**config.mk**
```make
export PLATFORM = sky130hd
export DESIGN_NAME = button_debounce_flat
export DESIGN_NICKNAME = d
export VERILOG_FILES = /design/src/rtl/button_debounce_if.sv /design/src/rtl/button_debounce.sv /design/src/flat_wrapper.sv
export SDC_FILE = /design/constraint.sdc
export NUM_CORES = 1
export LEC_CHECK = 0
export CAP_MARGIN = 20
export CORE_ASPECT_RATIO = 1.4
export CORE_UTILIZATION = 30
export DETAILED_ROUTE_END_ITERATION = 8
export PLACE_DENSITY_LB_ADDON = 0.08
export SLEW_MARGIN = 15
export SYNTH_ARGS = -nofsm -noshare
export SYNTH_HDL_FRONTEND = slang
export SYNTH_SLANG_ARGS = --single-unit
export TNS_END_PERCENT = 20
```
**constraint.sdc**
```tcl
create_clock -name clock -period 4.95 [get_ports clock]
set_input_delay 0.7425 -clock clock [delete_from_list [all_inputs] [get_ports clock]]
set_output_delay 0.7425 -clock clock [all_outputs]
set_load 0.1 [all_outputs]
```
**src/rtl/button_debounce_if.sv**
```systemverilog
// Push-button conditioner signal bundle.
// master: the side that owns the raw button and consumes the conditioned outputs.
// slave:  the debouncer itself.
interface button_debounce_if;
  logic       btn_in;
  logic       level;
  logic       press_pulse;
  logic       release_pulse;
  logic       disp;
  logic [7:0] press_count;
  logic       long_pulse;

  modport master (
    output btn_in,
    input  level,
    input  press_pulse,
    input  release_pulse,
    input  disp,
    input  press_count,
    input  long_pulse
  );

  modport slave (
    input  btn_in,
    output level,
    output press_pulse,
    output release_pulse,
    output disp,
    output press_count,
    output long_pulse
  );
endinterface

```
**src/rtl/button_debounce.sv**
```systemverilog
// Push-button debouncer feeding the LED blinker's disp input.
// The raw button is synchronised through two flops. A change is then accepted
// only after the synchronised level has differed from the accepted level for
// STABLE_TICKS consecutive cycles. Outputs: the clean level, one-cycle
// press/release strobes, a press-toggled disp, and an 8-bit wrapping press count.
// Optional long-press detection is compiled in with BUTTON_DEBOUNCE_LONGPRESS_EN.
// Without it, long_pulse is constant 0 and the FSM has no HELD state.
module button_debounce #(
  parameter int STABLE_TICKS = 16,
  parameter int LONG_TICKS   = 64,
  parameter int CNT_W        = 20
) (
  input logic             clock,
  input logic             reset,
  button_debounce_if.slave bus
);

`ifdef BUTTON_DEBOUNCE_LONGPRESS_EN
  typedef enum logic [1:0] {RELEASED = 2'd0, PRESSED = 2'd1, HELD = 2'd2} state_t;
`else
  typedef enum logic [1:0] {RELEASED = 2'd0, PRESSED = 2'd1} state_t;
`endif

  localparam logic [CNT_W-1:0] STABLE_LAST = CNT_W'(STABLE_TICKS - 1);

  // Refuse to elaborate with a window too short to filter anything, or
  // counters too narrow to reach their thresholds.
  if (STABLE_TICKS < 2) begin : g_bad_stable
    $error("button_debounce: STABLE_TICKS must be at least 2");
  end
  if ((STABLE_TICKS >> CNT_W) != 0 || (LONG_TICKS >> CNT_W) != 0) begin : g_bad_width
    $error("button_debounce: CNT_W too narrow for STABLE_TICKS/LONG_TICKS");
  end

  logic [1:0]       sync_reg;
  logic             btn_sync;
  logic             differ;
  logic             accept;

  logic [CNT_W-1:0] stable_cnt_reg, stable_cnt_next;
  logic             level_reg,      level_next;
  logic             press_reg,      press_next;
  logic             release_reg,    release_next;
  logic             disp_reg,       disp_next;
  logic [7:0]       count_reg,      count_next;
  state_t           state_reg,      state_next;

`ifdef BUTTON_DEBOUNCE_LONGPRESS_EN
  localparam logic [CNT_W-1:0] LONG_LAST = CNT_W'(LONG_TICKS - 1);
  logic [CNT_W-1:0] hold_cnt_reg,   hold_cnt_next;
  logic             long_reg,       long_next;
`endif

  // Two-flop synchroniser; only the second stage is used downstream.
  always_ff @(posedge clock) begin
    if (reset) begin
      sync_reg <= 2'b00;
    end else begin
      sync_reg <= {sync_reg[0], bus.btn_in};
    end
  end

  assign btn_sync = sync_reg[1];
  assign differ   = (btn_sync != level_reg);
  assign accept   = differ && (stable_cnt_reg == STABLE_LAST);

  // Next-state logic: stability window, strobes, toggle/count, and FSM.
  always_comb begin
    stable_cnt_next = stable_cnt_reg;
    level_next      = level_reg;
    press_next      = 1'b0;
    release_next    = 1'b0;
    disp_next       = disp_reg;
    count_next      = count_reg;
    state_next      = state_reg;
`ifdef BUTTON_DEBOUNCE_LONGPRESS_EN
    hold_cnt_next   = '0;
    long_next       = 1'b0;
`endif

    // Any cycle that agrees with the accepted level restarts the window.
    if (!differ || accept) begin
      stable_cnt_next = '0;
    end else begin
      stable_cnt_next = stable_cnt_reg + CNT_W'(1);
    end

    if (accept) begin
      level_next   = btn_sync;
      press_next   = btn_sync;
      release_next = ~btn_sync;
    end

    if (press_next) begin
      disp_next  = ~disp_reg;
      count_next = count_reg + 8'd1;
    end

    case (state_reg)
      RELEASED: begin
        if (press_next) begin
          state_next = PRESSED;
        end
      end
      PRESSED: begin
        if (release_next) begin
          state_next = RELEASED;
        end
`ifdef BUTTON_DEBOUNCE_LONGPRESS_EN
        else if (hold_cnt_reg == LONG_LAST) begin
          state_next = HELD;
          long_next  = 1'b1;
        end
`endif
      end
`ifdef BUTTON_DEBOUNCE_LONGPRESS_EN
      HELD: begin
        if (release_next) begin
          state_next = RELEASED;
        end
      end
`endif
      default: begin
        state_next = RELEASED;
      end
    endcase

`ifdef BUTTON_DEBOUNCE_LONGPRESS_EN
    // Hold time only accumulates while staying in PRESSED; entry starts at 0.
    if (state_reg == PRESSED && state_next == PRESSED) begin
      hold_cnt_next = hold_cnt_reg + CNT_W'(1);
    end
`endif
  end

  // State register for everything behind the synchroniser.
  always_ff @(posedge clock) begin
    if (reset) begin
      stable_cnt_reg <= '0;
      level_reg      <= 1'b0;
      press_reg      <= 1'b0;
      release_reg    <= 1'b0;
      disp_reg       <= 1'b0;
      count_reg      <= 8'd0;
      state_reg      <= RELEASED;
`ifdef BUTTON_DEBOUNCE_LONGPRESS_EN
      hold_cnt_reg   <= '0;
      long_reg       <= 1'b0;
`endif
    end else begin
      stable_cnt_reg <= stable_cnt_next;
      level_reg      <= level_next;
      press_reg      <= press_next;
      release_reg    <= release_next;
      disp_reg       <= disp_next;
      count_reg      <= count_next;
      state_reg      <= state_next;
`ifdef BUTTON_DEBOUNCE_LONGPRESS_EN
      hold_cnt_reg   <= hold_cnt_next;
      long_reg       <= long_next;
`endif
    end
  end

  assign bus.level         = level_reg;
  assign bus.press_pulse   = press_reg;
  assign bus.release_pulse = release_reg;
  assign bus.disp          = disp_reg;
  assign bus.press_count   = count_reg;
`ifdef BUTTON_DEBOUNCE_LONGPRESS_EN
  assign bus.long_pulse    = long_reg;
`else
  assign bus.long_pulse    = 1'b0;
`endif

endmodule

```
**src/flat_wrapper.sv**
```systemverilog
// flat-port wrapper written by rule: the top's interface ports become plain ports
module button_debounce_flat 
#(
  parameter int STABLE_TICKS = 16,
  parameter int LONG_TICKS   = 64,
  parameter int CNT_W        = 20
)
  (clock, reset, bus_btn_in, bus_level, bus_press_pulse, bus_release_pulse, bus_disp, bus_press_count, bus_long_pulse);
  button_debounce_if bus_i ();
  input logic clock;
  input logic reset;
  input wire logic [$bits(bus_i.btn_in)-1:0] bus_btn_in;
  output wire logic [$bits(bus_i.level)-1:0] bus_level;
  output wire logic [$bits(bus_i.press_pulse)-1:0] bus_press_pulse;
  output wire logic [$bits(bus_i.release_pulse)-1:0] bus_release_pulse;
  output wire logic [$bits(bus_i.disp)-1:0] bus_disp;
  output wire logic [$bits(bus_i.press_count)-1:0] bus_press_count;
  output wire logic [$bits(bus_i.long_pulse)-1:0] bus_long_pulse;
  assign bus_i.btn_in = bus_btn_in;
  assign bus_level = bus_i.level;
  assign bus_press_pulse = bus_i.press_pulse;
  assign bus_release_pulse = bus_i.release_pulse;
  assign bus_disp = bus_i.disp;
  assign bus_press_count = bus_i.press_count;
  assign bus_long_pulse = bus_i.long_pulse;
  button_debounce #(.STABLE_TICKS(STABLE_TICKS), .LONG_TICKS(LONG_TICKS), .CNT_W(CNT_W)) u_core (.clock(clock), .reset(reset), .bus(bus_i));
endmodule
```
* Word-level counts from Yosys, hierarchy flattened
Cells that the tools add are included.
Storage, ports and cells: register bits 34, input bits 3, output and inout bits 13, logic and storage cells 20
Operators by class: $add $sub $neg 2, equality and inequality tests 2, multiplexer cells 1, bitwise gates (word level) 3, reductions and logical operators 5
Operators with widths (count):
- $add A20 B1 Y20 const B | 1
- $eq A20 B4 Y1 const B | 1
- $add A8 B1 Y8 const B | 1
- $reduce_or A2 Y1 | 2
- $not A1 Y1 | 3
- $logic_and A1 B1 Y1 | 1
- $logic_not A1 Y1 | 1
- $logic_or A1 B1 Y1 | 1
- $mux W1 | 1
- $ne A1 B1 Y1 | 1

* Longest topological paths before layout
Gate-level depths: netlist of run 1.
depth after elaboration 4, gate-level depth with buffers 8, mapped depth without buffers 5

* Least setup slack after synthesis of run 1
OpenSTA, ideal clock, no wires.
path type reg2reg, start reg u_core.count_reg[2] (netlist: u_core.bus.press_count[2]), end reg u_core.count_reg[7] (netlist: u_core.bus.press_count[7]), library setup time 0.121 ns, arrival time 1.955 ns, data required time 4.829 ns, slack 2.874 ns, cell stages (with the launch flop) 5, buffers on the path 0, period minus slack after synthesis 2.076 ns, cells stage by stage dfxtp_1 > and4_1 > nand4_1 > nor3_1 > mux2_2
On the way: longest elaborated chain between the ends 1
RTL lines:
- from (decl) | RTL line button_debounce.sv:45 | logic [7:0] count_reg, count_next;
- from (signal assigned) | RTL line button_debounce.sv:156 | count_reg <= count_next;
- $add A8 B1 Y8 | RTL line button_debounce.sv:96 | count_next = count_reg + 8'd1;
No other way between the ends. A chain may end at the register's enable or synchronous reset.

* Final worst setup path of run 1
start reg u_core.count_reg[0] (netlist: u_core.bus.press_count[0]), end out bus_press_count[0]
RTL lines:
- to (decl) | RTL line flat_wrapper.sv:17 | output wire logic [$bits(bus_i.press_count)-1:0] bus_press_count;
No word-level cell between the ends.

==> reports/results.txt, run 1 <==
Wires add up to 3400 um. The run gives 0.139 as the global routing usage summed across all routing layers. The number of nets at the end of the flow was 197.

The share of the synthesized area in the top cell type is 0.435. The number of nets in the synthesized netlist was 184; the die outline area was 5520 um2. The tools report the destination of the worst register-to-register timing path as u_core.bus.press_count[4]$_SDFFE_PP0P_. Number of global-route vias before repair: 1256. The slowest stage of the critical path is the clkdlybuf4s50_1 cell. By area the synthesized netlist is led by dfxtp_1 43%, nor2_1 5.0%, nand3_1 4.5%, xnor2_1 4.5%, xor2_1 3.9%. The number of stages on the worst setup path came out at 1. The wire-length estimate of the detail-placed layout is 2490 um. Gate family responsible for the most delay along the worst path: buffers and inverters. The startpoint of the worst setup timing path was u_core.bus.press_count[0]$_SDFFE_PP0P_.

Setup repair after global routing left no endpoint under its margin. The run gives 0.435 as the share of synthesized area occupied by flip-flops and latches. The detail route stage leaves a number of antenna-violating nets equal to 0. The post-detailed-route wirelength per cell is 13.3 um, and the total of fill cells in the finished design is 530. Routability-driven placement finished with a final weighted congestion of 0.730.

Dividing the detail-routed via count by the number of cells gives 5.09. The total count of hold-check failures in the final report was 0; the antenna diode instance count was 0. In this run the worst path has a maximum fanout of 7. TritonCTS built the clock tree.

By count the netlist is led by 34 x dfxtp_1, 21 x nor2_1, 14 x nand3_1. The cell area power density works out to 265 nW/um2. The worst setup path is launched from a flop. The worst max-slew margin expressed relative to the limit is 0.353, and the die boundary height is 87.5 um. During synthesis, Yosys emitted a total of 0 warnings. The max-slew violation count came out at 0. Prior to clock tree synthesis, the placed netlist has a worst setup slack of 2.63 ns. The root buffer cell chosen for the clock tree is clkbuf_8. Across the VDD grid, the largest voltage drop is 0.000139 V.

Cell count of the worst hold path: 1. Setup slack closes at 2.33 ns. The die is 63.1 um wide.

The tools report the initial antenna violation count as 0. The core footprint is 4920 um2. Critical path capture point: bus_press_count[0].

The critical path required time came out at 4.21 ns. The run finished with clean final reports. The via count of the routed design was 1297; the clock transition time at the flip-flop clock pins of the worst setup and hold paths was 0.06 ns. For this design, the sink count on the clock tree is 34.

The area added between synthesis and finish was 17.1%. The count of buffers added by post-CTS timing repair for setup is 0, and the worst clock skew on the final layout is 0.00494 ns. The number of primary I/O pins was 16. The total overflow left after global routing is 0. Entering global routing, the biggest net connects 21 pins.

The proportion of layout cells with a drive suffix above 1 is 0.0890. The final setup violation count came out at 0. The floorplan has 30 rows.

After synthesis the netlist holds a flip-flop and latch count of 34. The distinct cell type count of the synthesized netlist was 33. The average instance in the mapped netlist occupies 8.75 um2.

The share of the clock period used by the worst path after layout was 0.530. The path depth of the worst reg2reg path works out to 5. The setup TNS is 0 ns. CTS built an H-tree with a depth of 2. The worst register-to-register path has a setup slack of 2.78 ns. For the cell count after synthesis, the log shows 179.

The synthesized netlist occupies a cell area of 1570 um2. The quantity of I/O buffers inserted on ports came out at 14. The min-delay analysis places its worst path in the category flop to flop.

The final critical path time including I/O delays and setup was 2.62 ns; the number of cells upsized or downsized after cts was 0. The startpoint identified for the worst register-to-register timing path is u_core.stable_cnt_reg[0]$_SDFF_PP0_. The leakage component of the power was 0.573 nW; the initial standard-cell utilization of the core was 0.319.

The leading register cell type out of synthesis is dfxtp_1. For this block, the initial DRC count from the detailed router was 25. By instance count, the leading cell after synthesis is dfxtp_1. Count of buffer and inverter cells on the critical path: 1. The largest total area in the synthesized netlist belongs to dfxtp_1. In this run, post-CTS hold repair placed 0 buffers. Data on the critical path arrives at its endpoint at 1.88 ns. Based on the critical path, the design can be clocked at up to 381 MHz. The slew at the pin with the worst max-slew slack was 0.967 ns; the first-pass detailed-route iteration total was 4. The total DRC errors in the routed layout came out at 0. Peak per-stage delay on the critical path: 1.17 ns. Max-cap violations in this run came to 0. The worst setup path is captured at an output port. The wire length of the first global-routing pass is 5840 um. The CTS buffer count was 5; the proportion of register bits with asynchronous set or reset after synthesis was 0. The worst-case clock buffer depth came out at 2.

Critical path class: flop to output port. The source-to-sink clock delay at the later pin of the worst-skew pair was 0.28 ns; the count of flip-flops with a built-in enable after synthesis was 0. The flip-flop count of the largest register after layout was 20. The critical path goes through clkdlybuf4s50_1.
layer usage:
metal	vias up	share of wire	track usage
met1	616	0.43	0.142
met3	6	0.028	0.0406
met5	-	0	0
met2	16	0.53	0.257
li1	659	-	-
met4	0	0.021	0.0698
placed cells by master (no fill, tap or decap), types with 7 or more instances in the layout:
| master | netlist | layout |
|---|---|---|
| dfxtp_1 | 34 | 34 |
| nand3_1 | 14 | 14 |
| a21oi_1 | 10 | 10 |
| nand4_1 | 8 | 8 |
| xnor2_1 | 8 | 8 |
| xor2_1 | 7 | 7 |
| nor2_1 | 21 | 21 |
| clkdlybuf4s50_1 | 0 | 14 |
| nand2_1 | 8 | 8 |
power breakdown:
group,internal [mW],leakage (nW),switching [mW]
Combinational,0.00305,0.256,0.00920
Clock,0.107,0.0431,0.0913
Sequential,0.275,0.274,0.000672
area by class of cell:
cell class              count  area (um2)  share of cell area
well taps                  64        80.1              0.0437
multi-input cells         133         832               0.454
repair buffers             15         148              0.0805
clock buffers               6        82.6              0.0450
flip-flops and latches     34         681               0.371
inverters                   3        11.3             0.00614
metrics by stage:
| step | util | cell area [um2] | power (mW) | hold WS [ns] | std cells |
|---|---|---|---|---|---|
| after floorplan | - | 1570 | 0.291 | 0.414 | 179 |
| final | 0.373 | 1830 | 0.486 | 0.458 | 255 |
| after global placement | 0.356 | 1750 | 0.294 | 0.452 | 249 |
| after global routing | 0.373 | 1830 | 0.511 | 0.476 | 255 |
| after detailed placement | 0.356 | 1750 | 0.294 | 0.429 | 249 |
| after CTS | 0.373 | 1830 | 0.497 | 0.460 | 255 |
cell families after synthesis:
family	Yosys count	synth area share
buffers and inverters	12	0.0343
other	1	0.00239
flip-flops	34	0.435
multiplexers	3	0.0216
AND/OR/NAND/NOR	90	0.327
adder cells (fa/ha/maj)	2	0.0160
XOR/XNOR	15	0.0839
AO/OA/AOI/OAI	22	0.0799
worst min-delay path by stage:
stage / startpoint / end / slack, ns
4_1_cts: u_core.sync_reg[0]$_SDFF_PP0_ / u_core.sync_reg[1]$_SDFF_PP0_ / 0.46
3_3_place_gp: u_core.sync_reg[0]$_SDFF_PP0_ / u_core.sync_reg[1]$_SDFF_PP0_ / 0.45
6_report: u_core.sync_reg[0]$_SDFF_PP0_ / u_core.sync_reg[1]$_SDFF_PP0_ / 0.46
3_5_place_dp: u_core.sync_reg[0]$_SDFF_PP0_ / u_core.sync_reg[1]$_SDFF_PP0_ / 0.43
2_1_floorplan: u_core.sync_reg[0]$_SDFF_PP0_ / u_core.sync_reg[1]$_SDFF_PP0_ / 0.41
5_1_grt: u_core.sync_reg[0]$_SDFF_PP0_ / u_core.sync_reg[1]$_SDFF_PP0_ / 0.48
No activity file was read; power rests on OpenSTA's default activity.
==> run 2, diff against run 1 <==
==> constraint.sdc (replaced) <==
create_clock -name clock -period 2.56 [get_ports clock]
set_input_delay 0.384 -clock clock [delete_from_list [all_inputs] [get_ports clock]]
set_output_delay 0.384 -clock clock [all_outputs]
set_load 0.1 [all_outputs]
==> reports/results.txt, run 2 (synthesized netlist as in run 1, its figures left out) <==
STA classifies the critical path endpoint as a flop. The flip-flop count of the largest register after layout is 20 (unchanged), and the core utilization of the finished layout is 0.367 (-0.00585). The proportion of total power due to net switching was 0.217 (+0.00877); the quantity of I/O buffers inserted on ports was 14 (unchanged). The share of power burned in the clock network was 0.398 (-0.010); the clock transition time at the flip-flop clock pins of the worst setup and hold paths was 0.07 ns (about the same). Counting I/O delays and the setup requirement, the final critical path takes 2.13 ns. The number of nets at the end of the flow is 198 (+0.51%). For the area of the multi-input gates, the log shows 832 um2 (unchanged). The die extent in x came out at 63.1 um (unchanged).

The source-to-sink clock delay at the later pin of the worst-skew pair came out at 0.29 ns (about the same). The final HPWL from detailed placement is 2480 um (-0.14%). The aggregate routed wire length is 3390 um (-0.44%), and the post-detailed-route wirelength per cell is 13.2 um (-1.2%). The pin count of the biggest net entering global routing is 21 (unchanged), and the post-route worst hold slack is 0.454 ns (-0.00383 ns). Setup repair after global routing left no endpoint under its margin. The run gives 16 (unchanged) as the number of primary I/O pins. The CTS buffer count came out at 5 (unchanged). For the antenna diode instance count, the log shows 0 (unchanged).

The logs give 1230 (-2.1%) for the number of global-route vias before repair and 1289 (-0.62%) for the via count of the routed design. TritonCTS built the clock tree. The sequential cell area in the final layout was 681 um2 (unchanged); the vias per cell was 5.02 (-1.4%).

The core footprint is 4920 um2 (unchanged). The number of violations reported at the end of detailed-routing iteration 0 was 68 (+170%). The tools report the wire length of the first global-routing pass as 5660 um (-3.1%). The worst-case clock buffer depth came out at 2 (unchanged). The reported net switching power came out at 201 uW (+98%). The maximum level of the CTS H-tree was 2 (unchanged). The die outline area is 5520 um2 (unchanged), and the area added between synthesis and finish is 15.3%. The number of clock sinks was 34 (unchanged).

The number of buffers inserted by hold repair at cts was 0 (unchanged). The logs give 0 (unchanged) for the number of cells upsized or downsized after cts and 2.35 ns (+0.47 ns) for the signal arrival time at the worst endpoint. The leakage component of the power was 0.598 nW (+4.3%); the setup TNS was 0 ns (unchanged).

The proportion of layout cells with a drive suffix above 1 came out at 0.150 (+0.0613). The commonest non-fill, non-tap cell in the layout was dfxtp_1. The count of maximum capacitance violations came out at 0 (unchanged). The startpoint type of the worst setup path is a flop. Timing would allow up to 469 MHz.

The tools report the count of nets left with antenna violations after detail routing as 0 (unchanged). The slew at the pin with the worst max-slew slack is 0.645 ns (-0.322 ns). For the routability congestion estimate from global placement, the log shows 0.821 (+12%). The critical path required time is 2.78 ns (-1.43 ns), and the peak fanout along the critical path is 13 (+6). The tools report the initial standard-cell utilization of the core as 0.319 (unchanged). The critical path class was flop to flop.

The run gives 536 (+1.1%) as the total of fill cells in the finished design. The sequential cell fraction of total power was 0.575 (+0.009); the maximum vdd drop was 0.000306 V (+120%). The overflow left after global routing came out at 0 (unchanged).

In the layout the commonest cells are 34 x dfxtp_1, 21 x nor2_1, 14 x nand3_1, 14 x buf_4, 10 x a21oi_1. The first-pass detailed-route iteration total came out at 4 (unchanged). Site row count: 30 (unchanged). The run finished with clean final reports. The die boundary height came out at 87.5 um (unchanged). The tightest min-delay check is of the flop to flop type. The part of the power in combinational logic is 0.027 (+0.002), and the post-detailed-placement cell area is 1730 um2 (-1.3%). The cell area power density works out to 513 nW/um2 (+94%). CTS placed an instance of clkbuf_8 at the clock tree root. The tools report the total DRC errors in the routed layout as 0 (unchanged).

The tools report the final setup violation count as 0 (unchanged). The internal power was 725 uW (+88%). The global routing usage summed across all routing layers was 0.137 (-0.00185); the worst clock skew on the final layout was 0.00400 ns (-0.000938 ns).

Max-slew violation count: 0 (unchanged). The run gives 1810 um2 (-1.6%) as the final instance area. The worst max-slew margin expressed relative to the limit was 0.566 (+0.213). The initial antenna violation count came out at 0 (unchanged). For the total count of hold-check failures in the final report, the log shows 0 (unchanged).

The share of the clock period used by the worst path after layout was 0.834; the count of buffers added by post-CTS timing repair for setup was 0 (unchanged).
==> run 2: cell count changes in the layout (fill, tap and decap cells not counted), sizes merged <==
cell / before / now
buf: 1 / 14
clkdlybuf4s50: 14 / 2
clkbuf: 6 / 7
==> run 2: metrics by stage <==
step / power (mW) / setup slack (ns) / cells
after floorplan: 0.562 / 0.484 / 179
after global placement: 0.568 / 0.491 / 250
after detailed placement: 0.569 / 0.447 / 250
after CTS: 0.939 / 0.436 / 257
after global routing: 0.963 / 0.163 / 257
final: 0.926 / 0.426 / 257
==> run 2: critical path: stages (launching register included) <==
cell     delay (ns)
dfxtp_1        0.36
nor4_1         0.47
nand3_1        0.46
or4_1          0.61
a21oi_1        0.15
==> run 2: path summary, 6_finish.rpt <==
path	endpoint	cells after the start	startpoint	slack [ns]
setup reg to reg	u_core.bus.press_count[4]$_SDFFE_PP0P_	4	u_core.stable_cnt_reg[12]$_SDFF_PP0_	0.43
hold reg to reg	u_core.sync_reg[1]$_SDFF_PP0_	1	u_core.sync_reg[0]$_SDFF_PP0_	0.45
setup / recovery	u_core.bus.press_count[4]$_SDFFE_PP0P_	4	u_core.stable_cnt_reg[12]$_SDFF_PP0_	0.43
hold / removal	u_core.sync_reg[1]$_SDFF_PP0_	1	u_core.sync_reg[0]$_SDFF_PP0_	0.45
==> run 2: area by class of cell <==
cell class                      count  share of cell area
Multi-Input combinational cell    133               0.461
Sequential cell                    34               0.377
Timing Repair Buffer               16              0.0693
Tap cell                           64              0.0444
Clock buffer                        7              0.0423
Inverter                            3             0.00624
==> run 2: power by group through the flow <==
stage	combinational [mW]	sequential, mW	clock [mW]
after floorplan	0.0188	0.544	0
after global placement	0.0245	0.544	0
after detailed placement	0.0247	0.544	0
after CTS	0.0249	0.532	0.382
after global routing	0.0271	0.532	0.404
final	0.0247	0.532	0.369
==> run 2: per-layer routing <==
layer	track usage	routed length (um)	vias up	part of all wire
met5	0	0	-	0
met4	0.0888	82	0	0.024
met3	0.0340	126	8	0.037
met2	0.253	1790	25	0.53
met1	0.137	1390	591	0.41
li1	-	-	665	-
